===== src/rtl/angle_uart_tx.sv =====
// UART 8N1 transmitter for filtered roll/pitch/yaw angles.
// Sends an 8-byte frame: sync, six angle bytes (MSB first), 8-bit sum checksum.
module angle_uart_tx #(
  parameter int unsigned CLKS_PER_BIT = 87,
  parameter logic [7:0]  SYNC_BYTE    = 8'hA5
) (
  input  logic        clk,
  input  logic        rst,
  input  logic [15:0] roll_in,
  input  logic [15:0] pitch_in,
  input  logic [15:0] yaw_in,
  input  logic        angle_valid,
  output logic        tx,
  output logic        busy,
  output logic        frame_done,
  output logic        overrun,
  output logic [7:0]  overrun_cnt
);
  typedef enum logic [1:0] {IDLE, START, DATA, STOP} state_t;

  localparam logic [15:0] BAUD_LAST = 16'(CLKS_PER_BIT - 1);

  state_t      state_q, state_d;
  logic [15:0] baud_cnt_q, baud_cnt_d;
  logic [2:0]  bit_idx_q, bit_idx_d;
  logic [2:0]  byte_idx_q, byte_idx_d;
  logic [7:0]  shift_q, shift_d;
  logic [47:0] angles_q, angles_d;
  logic [7:0]  csum_q, csum_d;
  logic        tx_q, tx_d;
  logic        busy_q, busy_d;
  logic        frame_done_q, frame_done_d;
  logic        overrun_q, overrun_d;
  logic [7:0]  overrun_cnt_q, overrun_cnt_d;

  logic        baud_end;
  logic [2:0]  byte_nxt;
  logic [7:0]  next_byte;
  logic [7:0]  csum_in;

  assign baud_end = (baud_cnt_q == BAUD_LAST);
  assign byte_nxt = byte_idx_q + 3'd1;
  assign csum_in  = roll_in[15:8] + roll_in[7:0] + pitch_in[15:8] + pitch_in[7:0]
                  + yaw_in[15:8] + yaw_in[7:0];

  always_comb begin
    case (byte_nxt)
      3'd1:    next_byte = angles_q[47:40];
      3'd2:    next_byte = angles_q[39:32];
      3'd3:    next_byte = angles_q[31:24];
      3'd4:    next_byte = angles_q[23:16];
      3'd5:    next_byte = angles_q[15:8];
      3'd6:    next_byte = angles_q[7:0];
      3'd7:    next_byte = csum_q;
      default: next_byte = SYNC_BYTE;
    endcase
  end

  always_comb begin
    state_d       = state_q;
    baud_cnt_d    = baud_cnt_q;
    bit_idx_d     = bit_idx_q;
    byte_idx_d    = byte_idx_q;
    shift_d       = shift_q;
    angles_d      = angles_q;
    csum_d        = csum_q;
    tx_d          = tx_q;
    busy_d        = busy_q;
    frame_done_d  = 1'b0;
    overrun_d     = 1'b0;
    overrun_cnt_d = overrun_cnt_q;

    if (angle_valid && (state_q != IDLE)) begin
      overrun_d = 1'b1;
      if (overrun_cnt_q != 8'hFF) overrun_cnt_d = overrun_cnt_q + 8'd1;
    end

    case (state_q)
      IDLE: begin
        if (angle_valid) begin
          state_d    = START;
          angles_d   = {roll_in, pitch_in, yaw_in};
          csum_d     = csum_in;
          shift_d    = SYNC_BYTE;
          baud_cnt_d = 16'd0;
          bit_idx_d  = 3'd0;
          byte_idx_d = 3'd0;
          tx_d       = 1'b0;
          busy_d     = 1'b1;
        end
      end
      START: begin
        if (baud_end) begin
          baud_cnt_d = 16'd0;
          bit_idx_d  = 3'd0;
          state_d    = DATA;
          tx_d       = shift_q[0];
        end else begin
          baud_cnt_d = baud_cnt_q + 16'd1;
        end
      end
      DATA: begin
        if (baud_end) begin
          baud_cnt_d = 16'd0;
          if (bit_idx_q == 3'd7) begin
            state_d = STOP;
            tx_d    = 1'b1;
          end else begin
            bit_idx_d = bit_idx_q + 3'd1;
            shift_d   = {1'b0, shift_q[7:1]};
            tx_d      = shift_q[1];
          end
        end else begin
          baud_cnt_d = baud_cnt_q + 16'd1;
        end
      end
      STOP: begin
        if (baud_end) begin
          baud_cnt_d = 16'd0;
          if (byte_idx_q == 3'd7) begin
            state_d      = IDLE;
            busy_d       = 1'b0;
            frame_done_d = 1'b1;
          end else begin
            // Next byte starts immediately; no idle gap inside a frame.
            byte_idx_d = byte_nxt;
            shift_d    = next_byte;
            state_d    = START;
            tx_d       = 1'b0;
          end
        end else begin
          baud_cnt_d = baud_cnt_q + 16'd1;
        end
      end
      default: state_d = IDLE;
    endcase
  end

  always_ff @(posedge clk or posedge rst) begin
    if (rst) begin
      state_q       <= IDLE;
      baud_cnt_q    <= 16'd0;
      bit_idx_q     <= 3'd0;
      byte_idx_q    <= 3'd0;
      shift_q       <= 8'd0;
      angles_q      <= 48'd0;
      csum_q        <= 8'd0;
      tx_q          <= 1'b1;
      busy_q        <= 1'b0;
      frame_done_q  <= 1'b0;
      overrun_q     <= 1'b0;
      overrun_cnt_q <= 8'd0;
    end else begin
      state_q       <= state_d;
      baud_cnt_q    <= baud_cnt_d;
      bit_idx_q     <= bit_idx_d;
      byte_idx_q    <= byte_idx_d;
      shift_q       <= shift_d;
      angles_q      <= angles_d;
      csum_q        <= csum_d;
      tx_q          <= tx_d;
      busy_q        <= busy_d;
      frame_done_q  <= frame_done_d;
      overrun_q     <= overrun_d;
      overrun_cnt_q <= overrun_cnt_d;
    end
  end

  assign tx          = tx_q;
  assign busy        = busy_q;
  assign frame_done  = frame_done_q;
  assign overrun     = overrun_q;
  assign overrun_cnt = overrun_cnt_q;
endmodule


===== config.mk =====
export PLATFORM = sky130hd
export DESIGN_NAME = angle_uart_tx
export DESIGN_NICKNAME = d
export VERILOG_FILES = /design/src/rtl/angle_uart_tx.sv
export SDC_FILE = /design/constraint.sdc
export NUM_CORES = 1
export LEC_CHECK = 0
export BUFFER_PORTS_ARGS = -buffer_cell sky130_fd_sc_hd__buf_2
export CAP_MARGIN = 40
export CORE_UTILIZATION = 40
export DETAILED_ROUTE_END_ITERATION = 10
export GPL_TIMING_DRIVEN = 0
export PLACE_DENSITY_LB_ADDON = 0.25
export SKIP_LAST_GASP = 1
export SYNTH_ARGS = -nofsm -noshare
export SYNTH_HDL_FRONTEND = slang
export SYNTH_SLANG_ARGS = --single-unit

===== constraint.sdc =====
create_clock -name clk -period 3.75 [get_ports clk]
set_clock_uncertainty 0.05 [all_clocks]
set_input_delay 0.1875 -clock clk [delete_from_list [all_inputs] [get_ports clk]]
set_output_delay 0.1875 -clock clk [all_outputs]
set_load 0.01 [all_outputs]

Word-level counts from Yosys, hierarchy flattened
Cells that the tools add are included.

Bits in registers: 100. Word-level logic and storage cells: 98. Output and inout port bits: 12.

Add/subtract/negate cells: 9. Multiplexer cells: 40. Equality and inequality tests: 22. Reduce and logical (&&, ||, !) cells: 15.

Operator list (count): $pmux 8 s7 (1); $add 8x8->8 (5); $mux 8 (5); $mux 16 (2); $pmux 16 s2 (1); $pmux 8 s3 (1); $eq 3x3->1 const B (6); $mux 3 (6); $add 16x1->16 const B (1); $eq 16x7->1 const B (1); $ne 2x2->1 const B (8); $reduce_and 5->1 (3); $mux 1 (14); $mux 2 (5); $pmux 3 s3 (1); $add 8x1->8 const B (1); $ne 8x8->1 const B (1); $pmux 2 s4 (1); $reduce_and 4->1 (2); $add 3x1->3 const B (2); $eq 3x2->1 const B (2); $pmux 3 s2 (1); $reduce_and 6->1 (1); $reduce_bool 3->1 (2); 10 further kinds (13).

Logic depth before layout (Yosys ltp)
Gate-level depths: netlist of the first run.

Word-level depth: 6. Gate-level depth with buffers: 13.

Least setup slack after synthesis of the first run
Ideal clock, no wire load.

Path type: input-to-reg. From: input port roll_in[2]. To: register csum_q[6]. Path buffers: 0. Arrival: 3091 ps. Slack: 474 ps. Data required time: 3564 ps. Cell stages on the path: 13. Cell sequence: inv_1 fa_1 inv_1 fa_1 inv_1 fa_1 inv_1 ha_1 fa_1 a21o_1 a21oi_1 xor2_1 o21ai_0.

Cells in the longest elaborated chain, start to end: 5.

Ends and longest elaborated chain: start, declared (RTL line 9) `input logic [15:0] roll_in,`; $add 8x8->8 (3 in a row) (RTL line 43) `assign csum_in = roll_in[15:8] + roll_in[7:0] + pitch_in[15:8] + pitch_in[7:0]`; $add 8x8->8 (2 in a row) (RTL line 44) `+ yaw_in[15:8] + yaw_in[7:0];`; end signal, assigned (RTL line 160) `csum_q <= csum_d;`; end, declared (RTL line 29) `logic [7:0] csum_q, csum_d;`.

Every way passes these cells. A chain may end at the register's enable or synchronous reset.

Final worst setup path of the first run
Same ends and word-level chain as after synthesis.

==> results of run 1 <==
## timing repair
item                      4_1_cts  5_1_grt
setup buffers                   0        0
hold buffers                    1        0
resized for setup               0        0
hold endpoints to repair       51        0
## worst reg2reg max path: stages (launching register included)
cell	delay [ns]
dfrtp_1	0.47
ha_1	0.24
ha_1	0.26
clkbuf_1	0.32
clkbuf_1	0.53
nand3_1	0.22
a21oi_1	0.18
nor2_1	0.05
mux2_1	0.28
## synthesized netlist by cell type (all sizes together) (3+ instances only)
| cell | n |
|---|---|
| dfrtp | 99 |
| nor2 | 32 |
| a22o | 3 |
| nand3 | 9 |
| a222oi | 8 |
| nand4 | 11 |
| a21o | 3 |
| mux2 | 31 |
| fa | 27 |
| a22oi | 16 |
| a21oi | 12 |
| inv | 76 |
| nand2 | 65 |
| xor2 | 10 |
| nor2b | 4 |
| o21ai | 58 |
| xnor2 | 22 |
| nand2b | 7 |
| clkbuf | 21 |
| buf | 4 |
| nor3 | 5 |
| or2 | 3 |
| ha | 23 |
## layout make-up
type	instances	area [sq um]	share of cell area
sequential	100	2500	0.373
multi-input combinational	378	2940	0.438
buffer	25	97.6	0.0145
inverter	76	288	0.0429
tap	180	225	0.0336
timing repair buffer	64	348	0.0519
clock buffer	9	225	0.0336
clock inverter	7	81.3	0.0121
## worst min path at each step
stage                     slack (ns)              to  cells past startpoint         start
after floorplan                 0.29    angles_q[10]                      1    yaw_in[10]
after global placement          0.40    angles_q[31]                      2  pitch_in[15]
after detailed placement        0.31  overrun_cnt[0]                      2           rst
after CTS                       0.02    angles_q[39]                      2    roll_in[7]
after global routing            0.02     angles_q[9]                      2     yaw_in[9]
final                           0.03    angles_q[39]                      2    roll_in[7]
## registers in the layout, indices dropped and copies added, names as in the netlist, 2 cells and up
name         count
angles_q        48
baud_cnt_q      16
bit_idx_q        3
byte_idx_q       3
csum_q           8
overrun_cnt      8
shift_q          8
state_q          2
## metal layers
metal / up-vias / track usage
met5: - / 0
li1: 2075 / -
met1: 2171 / 0.263
met4: 0 / 0.0823
met3: 30 / 0.0469
met2: 128 / 0.327
## power by group through the flow
stage               Combinational [uW]  Clock, uW  Sequential (uW)
floorplan                          439          0             1190
global placement                   625          0             1180
detailed placement                 649          0             1180
CTS                                653        998             1160
global route                       753       1040             1170
finish                             643        974             1160
## cells by family after synthesis
group,count (synthesis),synth area share
simple gates,148,0.124
compound gates,115,0.125
flops,100,0.430
fa+ha+maj,50,0.142
mux,32,0.0616
buf+inv,101,0.0657
xor+xnor,33,0.0520
## per-stage QoR
stage / hold WS (ns) / setup slack, ns / cells
2_1_floorplan: 0.288 / 0.474 / 579
3_3_place_gp: 0.396 / -0.338 / 821
3_5_place_dp: 0.305 / 0.161 / 822
4_1_cts: 0.0157 / 0.546 / 839
5_1_grt: 0.0205 / 0.359 / 839
6_report: 0.0265 / 0.536 / 839
==> impl_results.md, run 1 <==
- TritonCTS Buffers: 9
- Cell Chain, Critical Path: buf_2 -> inv_1 -> fa_1 -> inv_1 -> fa_1 -> inv_1 -> fa_1 -> inv_1 -> ha_1 -> fa_1 -> a21o_1 -> a21oi_1 -> xor2_1 -> o21ai_0
- Slowest stage delay, CP: 0.54 ns
- R2r worst-path depth: 8
- Leakage: 0.00336 uW
- Max-slew headroom: 0.507
- Yosys cell types: 55
- Metal-1 WL: 6.11 mm
- Crit path max fanout: 3
- Startpoint Class: input port
- DR vias/cell: 5.25
- Register area share after synthesis: 0.430
- Layout fillers: 1315
- Clock transition at the registers of the reported paths: 0.07 ns
- Crit. path cell count: 14
- Commonest non-fill, non-tap cell in the layout: dfrtp_1
- Synth Flop Type: dfrtp_1
- Port-buffer cells: 62
- Largest net degree at the start of global routing: 54
- Reg2reg setup slack: 1.04 ns
- Final ANT Viol Nets: 0
- Fin area: 0.00671 sq mm
- Final Core Density: 0.478
- Proportion of netlist area held by the largest area contributor: 0.425
- Final hold vios: 0
- Critical Path AT: 3.39 ns
- Max-cap viol count: 0
- CP Capture Point: csum_q[6]
- Flop pwr share: 0.418
- CTS Buffer Depth: 2
- Vias: 4404
- Worst Hold Class: in -> reg
- Asr flop ratio synth: 1.00
- CTS tree: built
- Die area: 0.0151 sq mm
- Post-synth EDFFs: 0
- Largest cells by area after synthesis: dfrtp_1 43%, fa_1 9.3%, ha_1 4.9%, inv_1 4.9%, o21ai_0 4.5%
- Pwr Total: 2780 uW
- Sw Share: 0.301
- Later-pin clock latency in the skew report: 0.37 ns
- Met3 Wirelength: 666 um
- Power Density: 414 mW/mm^2
- Endpoints failing setup: 0
- Worst-margin pin slew: 0.739 ns
- Die Height: 123 um
- Sink Count: 100
- CP required: 3.93 ns
- Initial antenna violation count: 0
- Max Freq: 311 MHz
- Final period util: 0.857
- Cell Area, Synth: 0.00583 sq mm
- Tmin final: 3.21 ns
- Max layer used: met4
- Setup TNS: 0 ns
- Delay-heaviest family, CP: adder cells
- RSZ-0062 raised after global routing: false
- Reg2Reg Launch Point: byte_idx_q[0]
- Starting Density: 0.415
- Cells after synthesis: 579
- Post-placement cell area: 0.00639 sq mm
- Routed wire length: 13.7 mm
- Worst vdd ir: 0.294 mV
- Final RePlAce weighted congestion: 0.800
- Synth Register Bits: 100
- Core ar.: 0.0140 sq mm
- Row count: 43
- Layout Nets: 755
- Most frequent cells in the layout: 99 x dfrtp_1, 75 x inv_1, 65 x nand2_1, 65 x buf_2, 52 x o21ai_0
- Met2 Routed Length: 6.56 mm
- Drc violations: 0
- TritonRoute pass-1 iters: 5
- Clock power share: 0.351
- Max-slew violations: 0
- Status: finished clean
- Crit Path Category: in -> reg
- Global route total overflow: 0
- Layout cells sized above 1: 0.175
- Net Sw Power: 836 uW
- Yosys top cell by area: dfrtp_1
- Die Width: 123 um
- Routed WL per cell: 16.3 um
- Internal Pwr Total: 1940 uW
- Worst r2r dst: shift_q[7]
- Vias in the first global route: 4551
- First-pass GRT wire length: 22.9 mm
- Post-DP HPWL: 10.1 mm
- Synth warn: 0
- Initial drt markers: 356
- Clock root buffer: clkbuf_16
- GRT Util Overall: 0.203
- N_diodes: 0
- Syn nets: 680
- # IOs: 63
- Synth-to-layout area growth: 15.1%
- H-tree Lvls: 3
- CP endpoint kind: register
- Power share of the combinational group: 0.231
- Buffers & Inverters on Critical Path: 5
- Syn_area_per_cell: 10.1 sq um
- Worst setup path start: roll_in[2]
- Slowest CP cell: fa_1
Power figures use the tool's default switching activity.
==> run 2, diff against run 1 <==
GPL_TIMING_DRIVEN = default   (was 0)
==> impl_results.md, run 2 (synthesis results as in run 1) <==
- Initial antenna violation count: 0 (unchanged)
- Startpoint Class: input port
- Worst-margin pin slew: 0.903 ns (+0.164 ns)
- Row count: 43 (unchanged)
- Clock power share: 0.340 (-0.011)
- Synth-to-layout area growth: 13.6%
- Endpoints failing setup: 0 (unchanged)
- Worst vdd ir: 0.308 mV (+4.9%)
- GRT Util Overall: 0.183 (-0.0199)
- CP endpoint kind: register
- Clock root buffer: clkbuf_16
- Max Freq: 320 MHz (+2.9%)
- Biggest register: angles_q
- Global route total overflow: 0 (unchanged)
- Pwr Total: 2720 uW (-2.1%)
- Postcts setup bufs: 0 (unchanged)
- Post-DP HPWL: 9.27 mm (-8.5%)
- Core ar.: 0.0140 sq mm (unchanged)
- Final hold vios: 0 (unchanged)
- Power Density: 411 mW/mm^2 (-0.75%)
- Vias: 4217 (-4.2%)
- RSZ-0062 raised after global routing: false
- Final Core Density: 0.471 (-0.00633)
- Die area: 0.0151 sq mm (unchanged)
- Leakage: 0.00333 uW (-0.89%)
- Die Width: 123 um (unchanged)
- CTS tree: built
- N_diodes: 0 (unchanged)
- Routed wire length: 12.7 mm (-7.4%)
- Final RePlAce weighted congestion: 0.817 (+2.1%)
- Initial drt markers: 237 (-33%)
- Layout cells sized above 1: 0.182 (+0.00760)
- Setup TNS: 0 ns (unchanged)
- Flop pwr share: 0.427 (+0.009)
- Max-slew headroom: 0.398 (-0.109)
- Internal Pwr Total: 1880 uW (-3.3%)
- Status: finished clean
- Crit path max fanout: 3 (unchanged)
- CP required: 3.94 ns (about the same)
- Layout Nets: 733 (-2.9%)
- Sw Share: 0.310 (+0.00889)
- Max-slew violations: 0 (unchanged)
- Hold Crit Depth: 2 (unchanged)
- Routed WL per cell: 15.5 um (-5.0%)
- Largest registers: angles_q x48, baud_cnt_q x16
- TritonRoute pass-1 iters: 5 (unchanged)
- First-pass GRT wire length: 21.1 mm (-8.1%)
- Final ANT Viol Nets: 0 (unchanged)
- Final period util: 0.833 (-0.0243)
- DR vias/cell: 5.16 (-1.7%)
- Post-CTS Resized: 0 (unchanged)
- CTS Buffer Depth: 2 (unchanged)
- Critical Path AT: 3.32 ns (-0.07 ns)
- Max-cap viol count: 0 (unchanged)
- Port-buffer cells: 62 (unchanged)
- Starting Density: 0.415 (unchanged)
- Commonest non-fill, non-tap cell in the layout: dfrtp_1
- Die Height: 123 um (unchanged)
- Net Sw Power: 843 uW (+0.83%)
- Hold slack: 0.0364 ns (+0.00991 ns)
- Worst Hold Class: in -> reg
- Reg2Reg Launch Point: byte_idx_q[0]
- Worst setup path start: roll_in[2]
- Most frequent cells in the layout: 99 x dfrtp_1, 75 x inv_1, 64 x nand2_1
- Max reg flops: 48 (unchanged)
- Hold-fix buffers, CTS: 1 (unchanged)
- Clock transition at the registers of the reported paths: 0.08 ns (about the same)
- Crit Path Category: in -> reg
- H-tree Lvls: 3 (unchanged)
- Later-pin clock latency in the skew report: 0.36 ns (about the same)
- HP Start: yaw_in[9]
- TritonCTS Buffers: 9 (unchanged)
- Drc violations: 0 (unchanged)
- Sink Count: 100 (unchanged)
- Vias in the first global route: 4314 (-5.2%)
- Largest net degree at the start of global routing: 53 (-1.9%)
- Power share of the combinational group: 0.232 (about the same)
- R2r worst-path depth: 6 (-2)
- Tmin final: 3.12 ns (-0.0910 ns)
- # IOs: 63 (unchanged)
-- run 2: changes by cell type in the layout (fill, tap and decap cells not counted), moves of 2 or more --
cell / before / now
buf_2: 65 / 62
inv_8: 1 / 3
clkbuf_1: 21 / 0
buf_4: 0 / 3
-- run 2: through the flow --
step                      cells  setup WS [ns]  instance area (sq um)
after floorplan             579          0.474                   5830
after global routing        817          0.426                   6620
final                       817          0.627                   6620
after CTS                   817          0.626                   6620
after global placement      799          0.273                   6290
after detailed placement    800          0.233                   6320
-- run 2: critical path, stage by stage --
cell and delay, ns:
buf_2 0.08, inv_1 0.05, fa_1 0.54, inv_1 0.06, fa_1 0.52, inv_1 0.05, fa_1 0.53, inv_1 0.04
ha_1 0.22, fa_1 0.41, a21o_1 0.19, a21oi_1 0.16, xor2_1 0.17, o21ai_0 0.10
-- run 2: layout make-up --
class	instances	area [sq um]
clock inverter	7	65.1
fill	1302	7420
multi-input combinational	378	2940
inverter	76	288
timing repair buffer	67	370
clock buffer	9	225
tap	180	225
sequential	100	2500
-- run 2: routing by layer --
layer,up-vias,global-route usage,share of wire
met4,0,0.0587,0.019
met1,2062,0.245,0.45
met5,-,0,0
met2,94,0.296,0.49
met3,21,0.0386,0.043
li1,2040,-,-
-- run 2: final timing paths --
check                                 end  slack (ns)
setup / recovery                csum_q[6]        0.63
hold / removal                angles_q[9]        0.04
setup reg to reg               shift_q[1]        0.99
hold reg to reg                 csum_q[5]        0.44
max in group asynchronous    angles_q[26]        2.42
min in group asynchronous  overrun_cnt[0]        0.43
-- run 2: power by group through the flow --
stage	sequential [uW]	combinational (uW)	clock, uW
global placement	1180	623	0
finish	1160	632	926
global route	1170	740	993
floorplan	1190	439	0
detailed placement	1180	645	0
CTS	1160	650	959
